<file path="src/rtl/uart_rx_fifo_if.sv">
// Signal bundle between uart_core, the receive FIFO and the mod_uart bus decode.
// The FIFO side uses the slave modport. The core/bus side uses the master modport.
interface uart_rx_fifo_if #(
    parameter int DEPTH_LOG2 = 4
);
    // Handshake rules:
    // - Core to FIFO:
    //   - rx_rdy is a level that behaves as "valid". It stays high until the FIFO answers with one rx_clear pulse.
    //   - The byte counts as taken on the edge where rx_clear is sampled high.
    //   - The byte also counts as taken when it is dropped on overflow.
    // - Bus to FIFO:
    //   - pop is a one-cycle request that consumes the entry currently shown on dout.
    //   - When the FIFO is empty, pop is ignored.
    logic [7:0]          rx_byte;
    logic                rx_rdy;
    logic                rx_clear;
    logic                pop;
    logic [7:0]          dout;
    logic                empty;
    logic                full;
    logic [DEPTH_LOG2:0] count;
    logic                overflow;
    logic                ovf_clear;
    logic [1:0]          fsm_state;

    modport slave (
        input  rx_byte, rx_rdy, pop, ovf_clear,
        output rx_clear, dout, empty, full, count, overflow, fsm_state
    );

    modport master (
        output rx_byte, rx_rdy, pop, ovf_clear,
        input  rx_clear, dout, empty, full, count, overflow, fsm_state
    );
endinterface

</file>
<file path="src/rtl/uart_rx_fifo.sv">
// Receive FIFO behind uart_core. It captures each data_rdy byte exactly once and acknowledges it through clear.
// The bus pops bytes in arrival order. All state changes on the falling clock edge.
module uart_rx_fifo #(
    parameter int DEPTH_LOG2 = 4
) (
    input  logic          clk,
    input  logic          rst,
    uart_rx_fifo_if.slave bus
);
    localparam int DEPTH = 1 << DEPTH_LOG2;
    localparam int PTR_W = DEPTH_LOG2;
    localparam int CNT_W = DEPTH_LOG2 + 1;

    typedef enum logic [1:0] {
        ST_IDLE = 2'd0,
        ST_ACK  = 2'd1,
        ST_WAIT = 2'd2
    } state_e;

    state_e             state_q, state_d;
    logic               rx_clear_q, rx_clear_d;
    logic [PTR_W-1:0]   wr_ptr_q, wr_ptr_d;
    logic [PTR_W-1:0]   rd_ptr_q, rd_ptr_d;
    logic [CNT_W-1:0]   count_q, count_d;
    logic               overflow_q, overflow_d;
    logic [7:0]         mem_q [DEPTH];

    logic empty;
    logic full;
    logic push_req;
    logic do_push;
    logic do_pop;
    logic ovf_set;

    assign empty = (count_q == '0);
    assign full  = (count_q == CNT_W'(DEPTH));

    // Capture FSM: one push per data_rdy assertion, regardless of how long the core holds it.
    always_comb begin
        state_d    = state_q;
        rx_clear_d = 1'b0;
        push_req   = 1'b0;
        case (state_q)
            ST_IDLE: begin
                if (bus.rx_rdy) begin
                    push_req   = 1'b1;
                    rx_clear_d = 1'b1;
                    state_d    = ST_ACK;
                end
            end
            ST_ACK: begin
                state_d = ST_WAIT;
            end
            ST_WAIT: begin
                if (!bus.rx_rdy) begin
                    state_d = ST_IDLE;
                end
            end
            default: begin
                state_d = ST_IDLE;
            end
        endcase
    end

    // A same-edge pop frees a slot, so a push into a full FIFO still succeeds in that case.
    always_comb begin
        do_pop     = bus.pop && !empty;
        do_push    = push_req && (!full || do_pop);
        ovf_set    = push_req && full && !do_pop;
        wr_ptr_d   = do_push ? wr_ptr_q + PTR_W'(1) : wr_ptr_q;
        rd_ptr_d   = do_pop  ? rd_ptr_q + PTR_W'(1) : rd_ptr_q;
        count_d    = count_q + CNT_W'(do_push) - CNT_W'(do_pop);
        overflow_d = overflow_q;
        if (bus.ovf_clear) begin
            overflow_d = 1'b0;
        end
        if (ovf_set) begin
            overflow_d = 1'b1;
        end
    end

    always_ff @(negedge clk) begin
        if (rst) begin
            state_q    <= ST_IDLE;
            rx_clear_q <= 1'b0;
            wr_ptr_q   <= '0;
            rd_ptr_q   <= '0;
            count_q    <= '0;
            overflow_q <= 1'b0;
        end else begin
            state_q    <= state_d;
            rx_clear_q <= rx_clear_d;
            wr_ptr_q   <= wr_ptr_d;
            rd_ptr_q   <= rd_ptr_d;
            count_q    <= count_d;
            overflow_q <= overflow_d;
        end
    end

    // Storage is deliberately not reset; stale entries are never visible because count gates dout.
    always_ff @(negedge clk) begin
        if (!rst && do_push) begin
            mem_q[wr_ptr_q] <= bus.rx_byte;
        end
    end

    assign bus.rx_clear  = rx_clear_q;
    assign bus.dout      = empty ? 8'h00 : mem_q[rd_ptr_q];
    assign bus.empty     = empty;
    assign bus.full      = full;
    assign bus.count     = count_q;
    assign bus.overflow  = overflow_q;
    assign bus.fsm_state = state_q;
endmodule

</file>
<file path="src/flat_wrapper.sv">
// flat-port wrapper written by rule: the top's interface ports become plain ports
module uart_rx_fifo_flat 
#(
    parameter int DEPTH_LOG2 = 4
)
  (clk, rst, bus_rx_byte, bus_rx_rdy, bus_pop, bus_ovf_clear, bus_rx_clear, bus_dout, bus_empty, bus_full, bus_count, bus_overflow, bus_fsm_state);
  uart_rx_fifo_if #(.DEPTH_LOG2(DEPTH_LOG2)) bus_i ();
  input  logic clk;
  input  logic rst;
  input wire logic [$bits(bus_i.rx_byte)-1:0] bus_rx_byte;
  input wire logic [$bits(bus_i.rx_rdy)-1:0] bus_rx_rdy;
  input wire logic [$bits(bus_i.pop)-1:0] bus_pop;
  input wire logic [$bits(bus_i.ovf_clear)-1:0] bus_ovf_clear;
  output wire logic [$bits(bus_i.rx_clear)-1:0] bus_rx_clear;
  output wire logic [$bits(bus_i.dout)-1:0] bus_dout;
  output wire logic [$bits(bus_i.empty)-1:0] bus_empty;
  output wire logic [$bits(bus_i.full)-1:0] bus_full;
  output wire logic [$bits(bus_i.count)-1:0] bus_count;
  output wire logic [$bits(bus_i.overflow)-1:0] bus_overflow;
  output wire logic [$bits(bus_i.fsm_state)-1:0] bus_fsm_state;
  assign bus_i.rx_byte = bus_rx_byte;
  assign bus_i.rx_rdy = bus_rx_rdy;
  assign bus_i.pop = bus_pop;
  assign bus_i.ovf_clear = bus_ovf_clear;
  assign bus_rx_clear = bus_i.rx_clear;
  assign bus_dout = bus_i.dout;
  assign bus_empty = bus_i.empty;
  assign bus_full = bus_i.full;
  assign bus_count = bus_i.count;
  assign bus_overflow = bus_i.overflow;
  assign bus_fsm_state = bus_i.fsm_state;
  uart_rx_fifo #(.DEPTH_LOG2(DEPTH_LOG2)) u_core (.clk(clk), .rst(rst), .bus(bus_i));
endmodule
</file>
<file path="config.mk">
export PLATFORM = sky130hd
export DESIGN_NAME = uart_rx_fifo_flat
export DESIGN_NICKNAME = d
export VERILOG_FILES = /design/src/rtl/uart_rx_fifo_if.sv /design/src/rtl/uart_rx_fifo.sv /design/src/flat_wrapper.sv
export SDC_FILE = /design/constraint.sdc
export NUM_CORES = 1
export LEC_CHECK = 0
export ABC_AREA = 0
export ABC_CLOCK_PERIOD_IN_PS = 4650
export BUFFER_PORTS_ARGS = -buffer_cell sky130_fd_sc_hd__buf_2
export CAP_MARGIN = 20
export CORE_MARGIN = 5
export CORE_UTILIZATION = 35
export DETAILED_ROUTE_END_ITERATION = 6
export HOLD_SLACK_MARGIN = 0.03
export PLACE_DENSITY = 0.58
export SLEW_MARGIN = 20
export SYNTH_ARGS = -nofsm -noshare
export SYNTH_HDL_FRONTEND = slang
export SYNTH_SLANG_ARGS = --single-unit
</file>
<file path="constraint.sdc">
create_clock -name clk -period 4.65 [get_ports clk]
set_clock_uncertainty 0.2 [all_clocks]
set_input_delay 0.465 -clock clk [delete_from_list [all_inputs] [get_ports clk]]
set_output_delay 0.465 -clock clk [all_outputs]
set_load 0.05 [all_outputs]
</file>
==> results_tabular.tex <==
\begin{tabular}{lr}
\hline
Metric & Value \\
\hline
\multicolumn{2}{l}{\textbf{Outcome}} \\
Status & finished with violations \\
Violations in the final reports & setup timing \\
\multicolumn{2}{l}{\textbf{Place}} \\
Gp weighted congestion & $\sim$0.76 \\
Count of input and output buffers & 31 \\
DP HPWL & between 8000 and 9000 µm \\
Cells after DPL & roughly 620 \\
Instance area after placement & slightly below 7000 µm² \\
\multicolumn{2}{l}{\textbf{Critical path}} \\
Largest stage delay on the critical path & around 0.51 ns \\
Crit-path leading delay family & multiplexers \\
Capturing element type of the critical path & output port \\
Arrival @ worst endpoint & 4.54 ns \\
Critical path buffers and inverters & 3 \\
Cell with the biggest individual delay on the critical path & mux4\_2 \\
Critical Path Fanout Max & 7 \\
CP Cell Sequence & buf\_12, mux4\_2, mux2\_4, o21ai\_2, buf\_4, a21oi\_4, buf\_6 \\
Startpoint-to-endpoint class of the critical path & reg -> out \\
Critical path data required time & 3.98 ns \\
Critical path startpoint category & flip-flop \\
\multicolumn{2}{l}{\textbf{Synth}} \\
Fraction of synthesis flops using an asynchronous set or reset pin & 0 \\
Synthesized area & just over 6000 µm² \\
Number of synthesized flops with an enable pin & between 100 and 150 \\
Sequential share of the synthesized area & 0.7062 \\
Number of different library cells in the post-synthesis netlist & 37 \\
Instance count of the mapped netlist & 331 \\
Count of synthesis-stage warnings from yosys & 0 \\
Main flop type after synthesis & edfxtp\_1 \\
Flop and latch count out of synthesis & about 150 \\
Mean area per synthesized cell & $\sim$18 µm² \\
Syn nets & approximately 360 \\
\multicolumn{2}{l}{\textbf{Route}} \\
DRT iter0 DRCs & 164 \\
Total detailed-routing wirelength & roughly 13000 µm \\
Total number of vias & between 3000 and 4000 \\
Routed wire per std cell & about 16 µm \\
Number of remaining DRC errors & 0 \\
Antenna-violating nets left & 0 \\
DR pass1 iterations & 4 \\
Via count normalized by instance count & between 4 and 5 \\
\multicolumn{2}{l}{\textbf{Clock tree}} \\
Clk\_lat worst skew & 0.45 ns \\
CTS tree & done \\
H-tree levels & 4 \\
Total clock buffers created by CTS & 17 \\
TritonCTS Sinks & between 100 and 150 \\
Number of buffers between clock root and the deepest sink & 2 \\
Hold Buf Count CTS & 0 \\
Root Buffer & clkbuf\_16 \\
Clock slew at reported path FFs & around 0.040 ns \\
\multicolumn{2}{l}{\textbf{Die}} \\
Std cell rows & 48 \\
Total die area & between 15000 and 20000 µm² \\
Die Wd & approximately 140 µm \\
Core area & approximately 17000 µm² \\
Starting Density & 0.3528 \\
Top-level I/O count & 32 \\
Vertical die dimension & between 100 and 150 µm \\
\multicolumn{2}{l}{\textbf{Timing}} \\
Final Max Tran Viols & 0 \\
Final worst slack & -0.5581 ns \\
Final hold violation count & 0 \\
Worst Tran Pin Value & around 0.91 ns \\
Count of endpoints failing setup in the final report & 9 \\
Slew HR & 0.3933 \\
RSZ-0062 raised after global routing & true \\
\multicolumn{2}{l}{\textbf{Global route}} \\
Global-route wire length before repair & about 22000 µm \\
Initial antenna violation count & 0 \\
Vias in the first global route & 4382 \\
Largest net degree at the start of global routing & 21 \\
GRT Overall Usage & 0.1443 \\
Global-route congestion overflow total & 0 \\
\multicolumn{2}{l}{\textbf{Cells and area}} \\
Proportion of layout cells with a drive suffix above 1 & 0.3333 \\
Utilization after layout & 0.4853 \\
Post-layout nets & about 590 \\
Layout overhead on the synthesized area & 37.57\% \\
Fin cells & between 800 and 900 \\
Diodes inserted & 0 \\
Post-Layout Inst Area & between 8000 and 9000 µm² \\
\multicolumn{2}{l}{\textbf{Pwr}} \\
Pleak & between 3 and 4 nW \\
Power Dens Cells & roughly 580 nW/µm² \\
Worst-case vdd ir drop & approximately 0.56 mV \\
\multicolumn{2}{l}{\textbf{Min path}} \\
Min-Delay Path Class & reg -> reg \\
\multicolumn{2}{l}{\textbf{Flow run}} \\
Reported max-cap violation count & 0 \\
\hline
\end{tabular}
## repair_timing
item / in CTS / in global routing
setup buffers: 8 / 1
pin swaps: 5 / 3
endpoints found under the setup margin: 9 / 10
gates resized for setup: 68 / 8
gates cloned: 1 / 0
## report_power, final
part	total, mW	internal (mW)	switching (mW)
Sequential	1.55	1.51	0.0392
Combinational	1.45	0.686	0.762
Clock	1.84	0.897	0.945
Total	4.84	3.10	1.75
## layer usage
metal,part of all wire,up-vias,GRT usage,wire (µm)
met1,0.42,1861,0.1577,5487
met5,0,-,0,0
met3,0.060,9,0.07449,797
met2,0.52,105,0.2330,6829
met4,0.0075,0,0.06782,99
li1,-,1770,-,-
## flip-flops by register name, indices dropped and copies added (netlist names), named ones only
register	flops
u_core.wr_ptr_q	4
u_core.bus.count	5
u_core.rd_ptr_q	4
u_core.bus.overflow	1
u_core.bus.rx_clear	1
u_core.bus.fsm_state	2
u_core.mem_q	128
## cells in the final DEF, fill, tap and decap left out, types with 5 or more instances in the layout
cell type	netlist	layout
a21oi_4	0	8
buf_2	5	21
buf_4	2	50
buf_6	3	11
clkbuf_16	0	17
dfxtp_1	21	18
edfxtp_1	128	128
ha_1	11	8
inv_1	12	156
mux2_4	0	8
mux2i_1	10	9
mux4_2	19	31
nand2_1	5	5
nor2_1	29	29
o21ai_4	0	5
xor2_1	5	5
## cell type report
type	count	area, µm²
Sequential cell	149	4275
Inverter	11	48.80
Tap cell	225	281.5
Fill cell	1486	8810
Multi-Input combinational cell	153	1829
Clock buffer	17	425.4
Timing Repair Buffer	88	714.4
Clock inverter	164	732.0
## cells in the mapped netlist (2+ instances only)
| master | n | area, µm² |
|---|---|---|
| ha_1 | 11 | 137.6 |
| o21ai_0 | 5 | 25.02 |
| nand2b_1 | 3 | 18.77 |
| nand3_1 | 2 | 10.01 |
| mux2_2 | 8 | 90.09 |
| dfxtp_1 | 21 | 420.4 |
| nand2_1 | 5 | 18.77 |
| buf_6 | 3 | 33.78 |
| nor3_1 | 4 | 20.02 |
| a21oi_1 | 12 | 60.06 |
| o21ai_1 | 5 | 25.02 |
| xnor2_1 | 4 | 35.03 |
| o211ai_1 | 2 | 15.01 |
| xor2_1 | 5 | 43.79 |
| mux4_1 | 13 | 341.6 |
| nor2b_1 | 2 | 12.51 |
| mux4_2 | 19 | 427.9 |
| mux2i_1 | 10 | 100.1 |
| and3_1 | 2 | 12.51 |
| nor4b_1 | 2 | 17.52 |
| inv_1 | 12 | 45.04 |
| edfxtp_1 | 128 | 3844 |
| nor2_1 | 29 | 108.9 |
| buf_2 | 5 | 25.02 |
| clkbuf_1 | 6 | 22.52 |
| buf_4 | 2 | 15.01 |
## logic make-up (layout without fill, tap and decap cells)
logic type               count (synthesis)  after routing  share of synthesized area
adder cells (fa/ha/maj)                 12             12                    0.02611
XOR/XNOR                                 9              9                    0.01305
multiplexers                            50             50                     0.1589
buffers and inverters                   29            280                    0.02673
AO/OA/AOI/OAI                           27             27                    0.02466
flip-flops                             149            149                     0.7062
AND/OR/NAND/NOR                         55             55                    0.04435
## path summary, 6_finish.rpt
kind | slack (ns) | cells after the start | startpoint | to
max | -0.56 | 7 | flip-flop | bus_dout[3]
min | 0.27 | 1 | u_core.bus.overflow | u_core.bus.overflow
max reg2reg | 1.23 | 15 | u_core.bus.count[2] | u_core.bus.count[4]
min reg2reg | 0.27 | 1 | u_core.bus.overflow | u_core.bus.overflow
## metrics by stage
| stage | setup slack (ns) | setup TNS, ns | power [mW] | hold WS [ns] |
|---|---|---|---|---|
| 6_report | -0.5581 | -4.218 | 4.842 | 0.2670 |
| 5_1_grt | -0.6376 | -5.042 | 5.206 | 0.3134 |
| 4_1_cts | -0.5785 | -4.604 | 4.960 | 0.2683 |
| 3_5_place_dp | -0.3414 | -2.282 | 2.951 | 0.2563 |
| 3_3_place_gp | -0.2851 | -2.059 | 2.936 | 0.2525 |
| 2_1_floorplan | -0.09962 | -0.1271 | 2.619 | 0.2725 |
No activity file was read; power rests on OpenSTA's default activity.
